`config.mk`:
```
export PLATFORM = sky130hd
export DESIGN_NAME = regfile_wb_arbiter_flat
export DESIGN_NICKNAME = d
export VERILOG_FILES = /design/src/rtl/regfile_wb_arbiter_pkg.sv /design/src/rtl/regfile_wb_arbiter_if.sv /design/src/rtl/regfile_wb_arbiter_hold_slot.sv /design/src/rtl/regfile_wb_arbiter.sv /design/src/flat_wrapper.sv
export SDC_FILE = /design/constraint.sdc
export NUM_CORES = 1
export LEC_CHECK = 0
export BUFFER_PORTS_ARGS = -buffer_cell sky130_fd_sc_hd__buf_4
export CAP_MARGIN = 20
export CORE_MARGIN = 5
export CORE_UTILIZATION = 37
export CTS_CLUSTER_SIZE = 10
export DETAILED_ROUTE_END_ITERATION = 16
export PLACE_DENSITY = 0.56
export SLEW_MARGIN = 20
export SYNTH_ARGS = -nofsm -noshare
export SYNTH_HDL_FRONTEND = slang
export SYNTH_SLANG_ARGS = --single-unit
```
`constraint.sdc`:
```
create_clock -name clk -period 3.8 [get_ports clk]
set_input_delay 0.57 -clock clk [delete_from_list [all_inputs] [get_ports clk]]
set_output_delay 0.57 -clock clk [all_outputs]
set_load 0.05 [all_outputs]
```
`src/rtl/regfile_wb_arbiter_pkg.sv`:
```
// regfile_pkg: shared widths, writeback request type and address decode for the writeback arbiter
package regfile_pkg;
  localparam int AW = 5;
  localparam int DW = 32;
  localparam int NREG = 2 ** AW;
  typedef struct packed {
    logic [AW-1:0] addr;
    logic [DW-1:0] data;
  } wb_req_t;
  function automatic logic [NREG-1:0] onehot_addr(input logic [AW-1:0] addr);
    return {{(NREG-1){1'b0}}, 1'b1} << addr;
  endfunction
endpackage

```
`src/rtl/regfile_wb_arbiter_if.sv`:
```
// regfile_wb_arbiter_if: requester handshakes plus register-file write port and hazard status
interface regfile_wb_arbiter_if;
  import regfile_pkg::*;
  logic [1:0]      req_valid;
  logic [1:0]      req_ready;
  logic [AW-1:0]   req_addr0;
  logic [AW-1:0]   req_addr1;
  logic [DW-1:0]   req_data0;
  logic [DW-1:0]   req_data1;
  logic [AW-1:0]   RW;
  logic            en;
  logic [DW-1:0]   busW;
  logic [NREG-1:0] pending;
  logic            idle;
  modport master (
    output req_valid, req_addr0, req_addr1, req_data0, req_data1,
    input  req_ready, RW, en, busW, pending, idle
  );
  modport slave (
    input  req_valid, req_addr0, req_addr1, req_data0, req_data1,
    output req_ready, RW, en, busW, pending, idle
  );
endinterface

```
`src/rtl/regfile_wb_arbiter_hold_slot.sv`:
```
// wb_hold_slot: one-entry writeback buffer that refills in the same cycle it is granted
module wb_hold_slot
  import regfile_pkg::*;
(
  input  logic    clk,
  input  logic    rst_n,
  input  logic    in_valid,
  input  wb_req_t in_entry,
  input  logic    grant,
  output logic    ready,
  output logic    valid,
  output wb_req_t entry
);
  assign ready = !valid || grant;
  always_ff @(posedge clk or negedge rst_n)
    if (!rst_n) begin
      valid <= 1'b0;
      entry <= '0;
    end else if (in_valid && ready) begin
      valid <= 1'b1;
      entry <= in_entry;
    end else if (grant) begin
      valid <= 1'b0;
    end
endmodule

```
`src/rtl/regfile_wb_arbiter.sv`:
```
// regfile_wb_arbiter: round-robin share of the register-file write port between ALU and load writeback
module regfile_wb_arbiter
  import regfile_pkg::*;
(
  input logic clk,
  input logic rst_n,
  regfile_wb_arbiter_if.slave bus
);
  wb_req_t       in0, in1, e0, e1, sel;
  logic [1:0]    sv, grant, rdy;
  logic          last_grant, en_q;
  logic [AW-1:0] rw_q;
  logic [DW-1:0] bw_q;
  assign in0 = {bus.req_addr0, bus.req_data0};
  assign in1 = {bus.req_addr1, bus.req_data1};
  wb_hold_slot u_slot0 (
    .clk(clk), .rst_n(rst_n), .in_valid(bus.req_valid[0]), .in_entry(in0),
    .grant(grant[0]), .ready(rdy[0]), .valid(sv[0]), .entry(e0)
  );
  wb_hold_slot u_slot1 (
    .clk(clk), .rst_n(rst_n), .in_valid(bus.req_valid[1]), .in_entry(in1),
    .grant(grant[1]), .ready(rdy[1]), .valid(sv[1]), .entry(e1)
  );
  // on contention the requester that did not win last time goes first
  assign grant[1] = sv[1] && (!sv[0] || !last_grant);
  assign grant[0] = sv[0] && !grant[1];
  assign sel = grant[1] ? e1 : e0;
  always_ff @(posedge clk or negedge rst_n)
    if (!rst_n) begin
      last_grant <= 1'b1;
      en_q       <= 1'b0;
      rw_q       <= '0;
      bw_q       <= '0;
    end else begin
      en_q <= |grant && |sel.addr;
      if (|grant) begin
        last_grant <= grant[1];
        rw_q       <= sel.addr;
        bw_q       <= sel.data;
      end
    end
  assign bus.req_ready = rdy;
  assign bus.RW        = rw_q;
  assign bus.busW      = bw_q;
  assign bus.en        = en_q;
  assign bus.idle      = !(|sv) && !en_q;
  // register 0 is hard-wired, so it can never be a hazard
  assign bus.pending   = ((sv[0] ? onehot_addr(e0.addr) : '0) |
                          (sv[1] ? onehot_addr(e1.addr) : '0) |
                          (en_q  ? onehot_addr(rw_q)    : '0)) & {{(NREG-1){1'b1}}, 1'b0};
endmodule

```
`src/flat_wrapper.sv`:
```
// flat-port wrapper written by rule: the top's interface ports become plain ports
module regfile_wb_arbiter_flat import regfile_pkg::*;
  (clk, rst_n, bus_req_valid, bus_req_addr0, bus_req_addr1, bus_req_data0, bus_req_data1, bus_req_ready, bus_RW, bus_en, bus_busW, bus_pending, bus_idle);
  regfile_wb_arbiter_if bus_i ();
  input logic clk;
  input logic rst_n;
  input wire logic [$bits(bus_i.req_valid)-1:0] bus_req_valid;
  input wire logic [$bits(bus_i.req_addr0)-1:0] bus_req_addr0;
  input wire logic [$bits(bus_i.req_addr1)-1:0] bus_req_addr1;
  input wire logic [$bits(bus_i.req_data0)-1:0] bus_req_data0;
  input wire logic [$bits(bus_i.req_data1)-1:0] bus_req_data1;
  output wire logic [$bits(bus_i.req_ready)-1:0] bus_req_ready;
  output wire logic [$bits(bus_i.RW)-1:0] bus_RW;
  output wire logic [$bits(bus_i.en)-1:0] bus_en;
  output wire logic [$bits(bus_i.busW)-1:0] bus_busW;
  output wire logic [$bits(bus_i.pending)-1:0] bus_pending;
  output wire logic [$bits(bus_i.idle)-1:0] bus_idle;
  assign bus_i.req_valid = bus_req_valid;
  assign bus_i.req_addr0 = bus_req_addr0;
  assign bus_i.req_addr1 = bus_req_addr1;
  assign bus_i.req_data0 = bus_req_data0;
  assign bus_i.req_data1 = bus_req_data1;
  assign bus_req_ready = bus_i.req_ready;
  assign bus_RW = bus_i.RW;
  assign bus_en = bus_i.en;
  assign bus_busW = bus_i.busW;
  assign bus_pending = bus_i.pending;
  assign bus_idle = bus_i.idle;
  regfile_wb_arbiter u_core (.clk(clk), .rst_n(rst_n), .bus(bus_i));
endmodule
```
==> summary.md, run 1 <==
| Metric | Value |
|---|---|
| Critical path fanouts, max | 12 |
| FF/Latch Area | 0.002879 mm^2 |
| Internal power | 3653 uW |
| H-tree depth | 4 |
| Sequential area share after synthesis | 53.29% |
| Clock buffer count from CTS | 17 |
| Cells on worst reg2reg path | 3 |
| Placed instance area | 0.006586 mm^2 |
| Share of the synthesized area in the top cell type | 52.80% |
| Tcrit/Tclk final | 79.33% |
| Final Total Pwr | 6297 uW |
| Largest net degree at the start of global routing | 80 |
| CP Data Required Time | 3.23 ns |
| Skew final | 0.01081 ns |
| Max-cap violations | 0 |
| Final hold viol count | 0 |
| Seq cells post-synth | 115 |
| Peak supply drop | 0.4463 mV |
| Max Buffers Root-to-Sink | 2 |
| WL per Instance | 18.83 um |
| Tot GR Track Use | 17.82% |
| # rows | 44 |
| Layout Nets | 667 |
| Synth cell types | 36 |
| Compound-Gate Fraction of Synth Area | 15.40% |
| Hold_buf cts | 0 |
| Synth top cells by count | dfrtp_1 (114), mux2_2 (74), nand2_1 (60) |
| Die Footprint | 0.01712 mm^2 |
| Post-Route WL | 14.76 mm |
| IO buf count | 149 |
| Syn_nets | 531 |
| Clk sinks | 115 |
| Yosys warns | 0 |
| Sw frac | 42.00% |
| Critical Path Max Stage Delay | 0.90 ns |
| Finished layout cell area | 0.007164 mm^2 |
| Mux cell area share after synthesis | 15.61% |
| Post-synth EDFFs | 0 |
| Vias in the first global route | 4352 |
| Slew Limit Fails | 0 |
| Slew HR | 29.41% |
| Tmin final | 3.015 ns |
| CTS resizes | 0 |
| FFs w/ async S/R, synth | 100.0% |
| Antenna diodes | 0 |
| Crit-path cells | nor3b_1 -> a22oi_1 -> nand2_1 -> buf_4 |
| Ports | 151 |
| Root buffer cell | clkbuf_16 |
| Clk pin slew, worst setup/hold paths | 0.05 ns |
| Hold Crit Class | in -> async |
| Combinational power share | 44.0% |
| Drt via density | 5.277 |
| Gr ovfl total | 0 |
| Xor-xnor portion of the synthesized cell area | 0% |
| Clock share of power | 24.0% |
| Pleak | 0.003551 uW |
| Sw Pwr | 2645 uW |
| Worst-Skew Late Latency | 0.40 ns |
| FMAX | 0.3317 GHz |
| Final worst slack | 0.7854 ns |
| Sequential power share | 32.0% |
| Post-DP HPWL | 10.01 mm |
| Antenna Nets Post-Route | 0 |
| Largest family of logic cells by synthesized area | multiplexers |
| Status | finished, final reports clean |
| Simple-gate portion of the synthesized area | 11.28% |
| Drt first pass iters | 5 |
| WP data arrival | 2.44 ns |
| Share of post-route cells with drive strength above 1 | 44.17% |
| CTS tree | yes |
| Drt drc | 0 |
| CP Capture Type | output pin |
| Starting Density | 37.46% |
| Fill count | 1333 |
| Main synth FF type | dfrtp_1 |
| Antenna violations before repair | 0 |
| Critical path type | reg -> out |
| DR vias | 4137 |
| RSZ-0062 raised after global routing | false |
| Pre-CTS setup slack | 1.335 ns |
| Top-count cell post-synth | dfrtp_1 |
| Chip Width | 130.8 um |
| Cell area after synthesis | 0.005403 mm^2 |
| Setup violations, final | 0 |
| Ranking of synthesized cells by area | dfrtp_1 (53%), mux2_2 (15%), a22o_1 (5.2%) |
| Setup Fix Bufs, Post-CTS | 0 |
| Slowest CP cell | nor3b_1 |
| Iter 0 DRT Violations | 288 |
| Yosys top cell by area | dfrtp_1 |
| GPL Wtd Cong | 0.8176 |
| First-pass GRT wire length | 23.45 mm |
| Post-Syn Instances | 453 |
| P&R area growth vs syn | 32.61% |
| Adder-cell share of the synthesized area | 0% |
| Vertical die dimension | 130.8 um |
| CP Launch Type | flop |
| Worst slew pin tran | 1.057 ns |
| Hold slack final | 0.2035 ns |
| Total Neg Setup Slack | 0 ns |
| Multi-input logic area | 0.002310 mm^2 |
| Pwr Density | 878.9 mW/mm^2 |
| Total core area | 0.01442 mm^2 |
| Synth Area per Inst | 11.93 um^2 |
[stage by stage]
step | utilization [%] | cells
after floorplan | - | 453
after global placement | 45.66 | 754
after detailed placement | 45.66 | 754
after CTS | 49.64 | 784
after global routing | 49.67 | 784
final | 49.67 | 784
[layer usage]
metal | track usage [%] | share of wire (%)
met1 | 21.50 | 40
met2 | 28.28 | 49
met3 | 7.805 | 9.8
met4 | 6.655 | 1.7
met5 | 0 | 0
[power groups by stage]
stage               logic, uW  clock network, uW  registers, uW
floorplan                1340                  0           2600
global placement         2770                  0           2010
detailed placement       2790                  0           2020
CTS                      2800               1550           2010
global route             2940               1610           2080
finish                   2770               1510           2010
[final cells by class]
class | count | area share (%)
clock inverters | 4 | 0.6287
inverters | 3 | 0.1572
well taps | 184 | 3.213
clock buffers | 26 | 7.387
multi-input cells | 298 | 32.24
flip-flops and latches | 115 | 40.19
repair buffers | 154 | 16.19
[worst paths after layout]
check / slack, ns / to / start
worst min-delay path: 0.20 / u_core.u_slot1.entry[16] / rst_n
max in group asynchronous: 2.77 / u_core.last_grant / rst_n
worst max register to register: 1.62 / u_core.u_slot1.entry[24] / u_core.u_slot0.valid
worst min register to register: 0.47 / u_core.bus.busW[29] / u_core.u_slot0.entry[29]
min in group clk: 0.39 / u_core.u_slot1.valid / bus_req_valid[1]
worst max-delay path: 0.79 / bus_pending[7] / u_core.u_slot1.valid
[worst max-delay path, delay by kind of cell (launching register included)]
kind | cells | cell delay [ns]
and+or+nand+nor | 2 | 1.04
AOI/OAI and AO/OA | 1 | 0.25
buffers and inverters | 1 | 0.20
DFF | 1 | 0.56
[cells in the final DEF, fill, tap and decap left out, drive strengths merged]
master  instances
clkinv          3
o221ai          1
a222oi          2
dfstp           1
nand3           1
and3b          15
conb            1
nor3            7
nand3b          1
inv             3
or2             1
buf           154
o22ai           4
dfrtp         114
a21boi          1
clkbuf         26
and3            6
mux2           74
a31oi           1
nor2b           1
a21o           33
bufinv          1
nor2            9
or2b            1
nand2          62
mux2i           1
a22o           32
nor3b          12
a31o            1
a22oi          29
nand2b          1
a21bo           1
[logic make-up after synthesis]
| family | count (synthesis) |
|---|---|
| simple gates | 117 |
| compound gates | 105 |
| other cells | 1 |
| buf+inv | 40 |
| mux | 75 |
| flops | 115 |
[state kept, by name, indices dropped and copies added, names as in the netlist]
signal	flops
u_core.last_grant	1
u_core.bus.busW	32
u_core.u_slot1.valid	1
u_core.u_slot0.entry	37
u_core.u_slot1.entry	37
u_core.bus.en	1
u_core.u_slot0.valid	1
u_core.bus.RW	5
(Power assumes the default switching activity.)
==> run 2, diff against run 1 <==
- PLACE_DENSITY: 0.56 -> 0.58
- clock period: 3.8 -> 2.6 ns (I/O delays scaled with it)
==> run 2 against run 1 <==
Power rose by 52%. Sequential power rose by 46%. Register-to-register slack got worse by 0.95 ns. Worst setup slack got worse by 0.65 ns. Critical endpoint is now bus_pending[4].
==> summary.md, run 2 (synthesized netlist as in run 1, its figures left out) <==
| Metric | Value |
|---|---|
| Met1 WL | 6.306 mm |
| Gr ovfl total | 0 |
| Vertical die dimension | 130.8 um |
| Vias in the first global route | 4446 |
| Post-DP HPWL | 10.79 mm |
| CP bufs+invs | 1 |
| Post-route core utilization | 50.78% |
| Final Total Pwr | 9551 uW |
| Post-Route WL | 15.22 mm |
| Layout Nets | 675 |
| Most frequent cells in the layout | buf_4 (158), dfrtp_1 (114), mux2_2 (74) |
| Slew Limit Fails | 0 |
| Worst-Skew Late Latency | 0.40 ns |
| First-pass GRT wire length | 24.09 mm |
| Chip Width | 130.8 um |
| CP Data Required Time | 2.21 ns |
| Commonest non-fill, non-tap cell in the layout | buf_4 |
| Clk sinks | 115 |
| Skew final | 0.006214 ns |
| Total Neg Setup Slack | 0 ns |
| Met3 Wirelength | 1.648 mm |
| Slew HR | 60.50% |
| Final hold viol count | 0 |
| Peak supply drop | 0.7667 mV |
| GPL Wtd Cong | 0.8608 |
| Worst slew pin tran | 0.5912 ns |
| Critical Path Max Stage Delay | 0.62 ns |
| Setup Fix Bufs, Post-CTS | 0 |
| CP delay by family, top | simple AND/OR/NAND/NOR gates |
| # rows | 44 |
| Drt drc | 0 |
| IO buf count | 149 |
| H-tree depth | 4 |
| Share of post-route cells with drive strength above 1 | 44.92% |
| Pwr Density | 1304 mW/mm^2 |
| Hold path cells | 2 |
| Cells on worst reg2reg path | 4 |
| WP data arrival | 2.08 ns |
| Max-cap violations | 0 |
| Finished layout cell area | 0.007325 mm^2 |
| Antenna Nets Post-Route | 0 |
| RSZ-0062 raised after global routing | false |
| WP depth | 4 |
| Crit-path cells | nor3b_2 -> a22oi_1 -> nand2_1 -> buf_4 |
| CP Launch Type | flop |
| Iter 0 DRT Violations | 381 |
| Drt via density | 5.311 |
| Die Footprint | 0.01712 mm^2 |
| Drt first pass iters | 7 |
| WL per Instance | 19.17 um |
| Starting Density | 37.46% |
| Tcrit/Tclk final | 94.96% |
| Clk pin slew, worst setup/hold paths | 0.05 ns |
| Max Buffers Root-to-Sink | 2 |
| Tmin final | 2.469 ns |
| CP Capture Type | output pin |
| Hold Crit Class | in -> reg |
| Status | finished, final reports clean |
| Clock buffer count from CTS | 17 |
| Pleak | 0.003624 uW |
| Critical path fanouts, max | 13 |
| Total core area | 0.01442 mm^2 |
| Max Used Layer | met4 |
| Placed instance area | 0.006676 mm^2 |
| Met2 Wirelength | 7.071 mm |
| Antenna diodes | 0 |
| Ports | 151 |
| Antenna violations before repair | 0 |
| Slowest CP cell | dfrtp_1 |
| Critical path type | reg -> out |
| DR vias | 4217 |
| P&R area growth vs syn | 35.57% |
| Setup violations, final | 0 |
| CTS tree | yes |
| Largest net degree at the start of global routing | 57 |
| FMAX | 0.4050 GHz |
| Root buffer cell | clkbuf_16 |
| Tot GR Track Use | 18.30% |
==> run 2: final timing paths <==
check | slack [ns] | endpoint | startpoint
max in group asynchronous | 1.35 | u_core.last_grant | rst_n
min reg2reg | 0.47 | u_core.bus.busW[22] | u_core.u_slot0.entry[22]
max reg2reg | 0.67 | u_core.u_slot1.entry[21] | u_core.u_slot0.valid
min in group asynchronous | 0.47 | u_core.u_slot0.entry[19] | rst_n
min | 0.20 | u_core.u_slot1.valid | bus_req_valid[1]
max | 0.13 | bus_pending[4] | u_core.u_slot0.valid
==> run 2: stage by stage <==
| step | cells | setup slack [ns] | hold WS (ns) |
|---|---|---|---|
| 2_1_floorplan | 453 | 0.5122 | 0.09441 |
| 3_3_place_gp | 761 | 0.5872 | 0.3657 |
| 3_5_place_dp | 761 | 0.5791 | 0.3720 |
| 4_1_cts | 794 | 0.1389 | 0.1831 |
| 5_1_grt | 794 | 0.01125 | 0.1831 |
| 6_report | 794 | 0.1310 | 0.1971 |
==> run 2: layer usage <==
layer  track usage (%)  up-vias
met5                 0        -
met4             6.110        0
met3             7.764       17
met2             27.71      187
met1             23.72     2085
li1                  -     1928
==> run 2: final cells by class <==
class	count	area (um^2)
clock buffer	23	488.0
clock inverter	9	150.1
fill	1335	7099
inverter	3	11.26
multi-input combinational	298	2310
sequential	115	2879
tap	184	230.2
timing repair buffer	162	1256
==> run 2: timing repair <==
| action | 4_1_cts | 5_1_grt |
|---|---|---|
| hold buffers | 1 | 0 |
| setup endpoints to repair | 0 | 0 |
| endpoints found under the hold margin | 32 | 0 |
| resized for setup | 0 | 0 |
==> run 2: report_power, final <==
| part | internal [uW] | switching (uW) | total, uW |
|---|---|---|---|
| clock | 1700 | 775 | 2470 |
| sequential | 2410 | 511 | 2930 |
| combinational | 1500 | 2660 | 4150 |
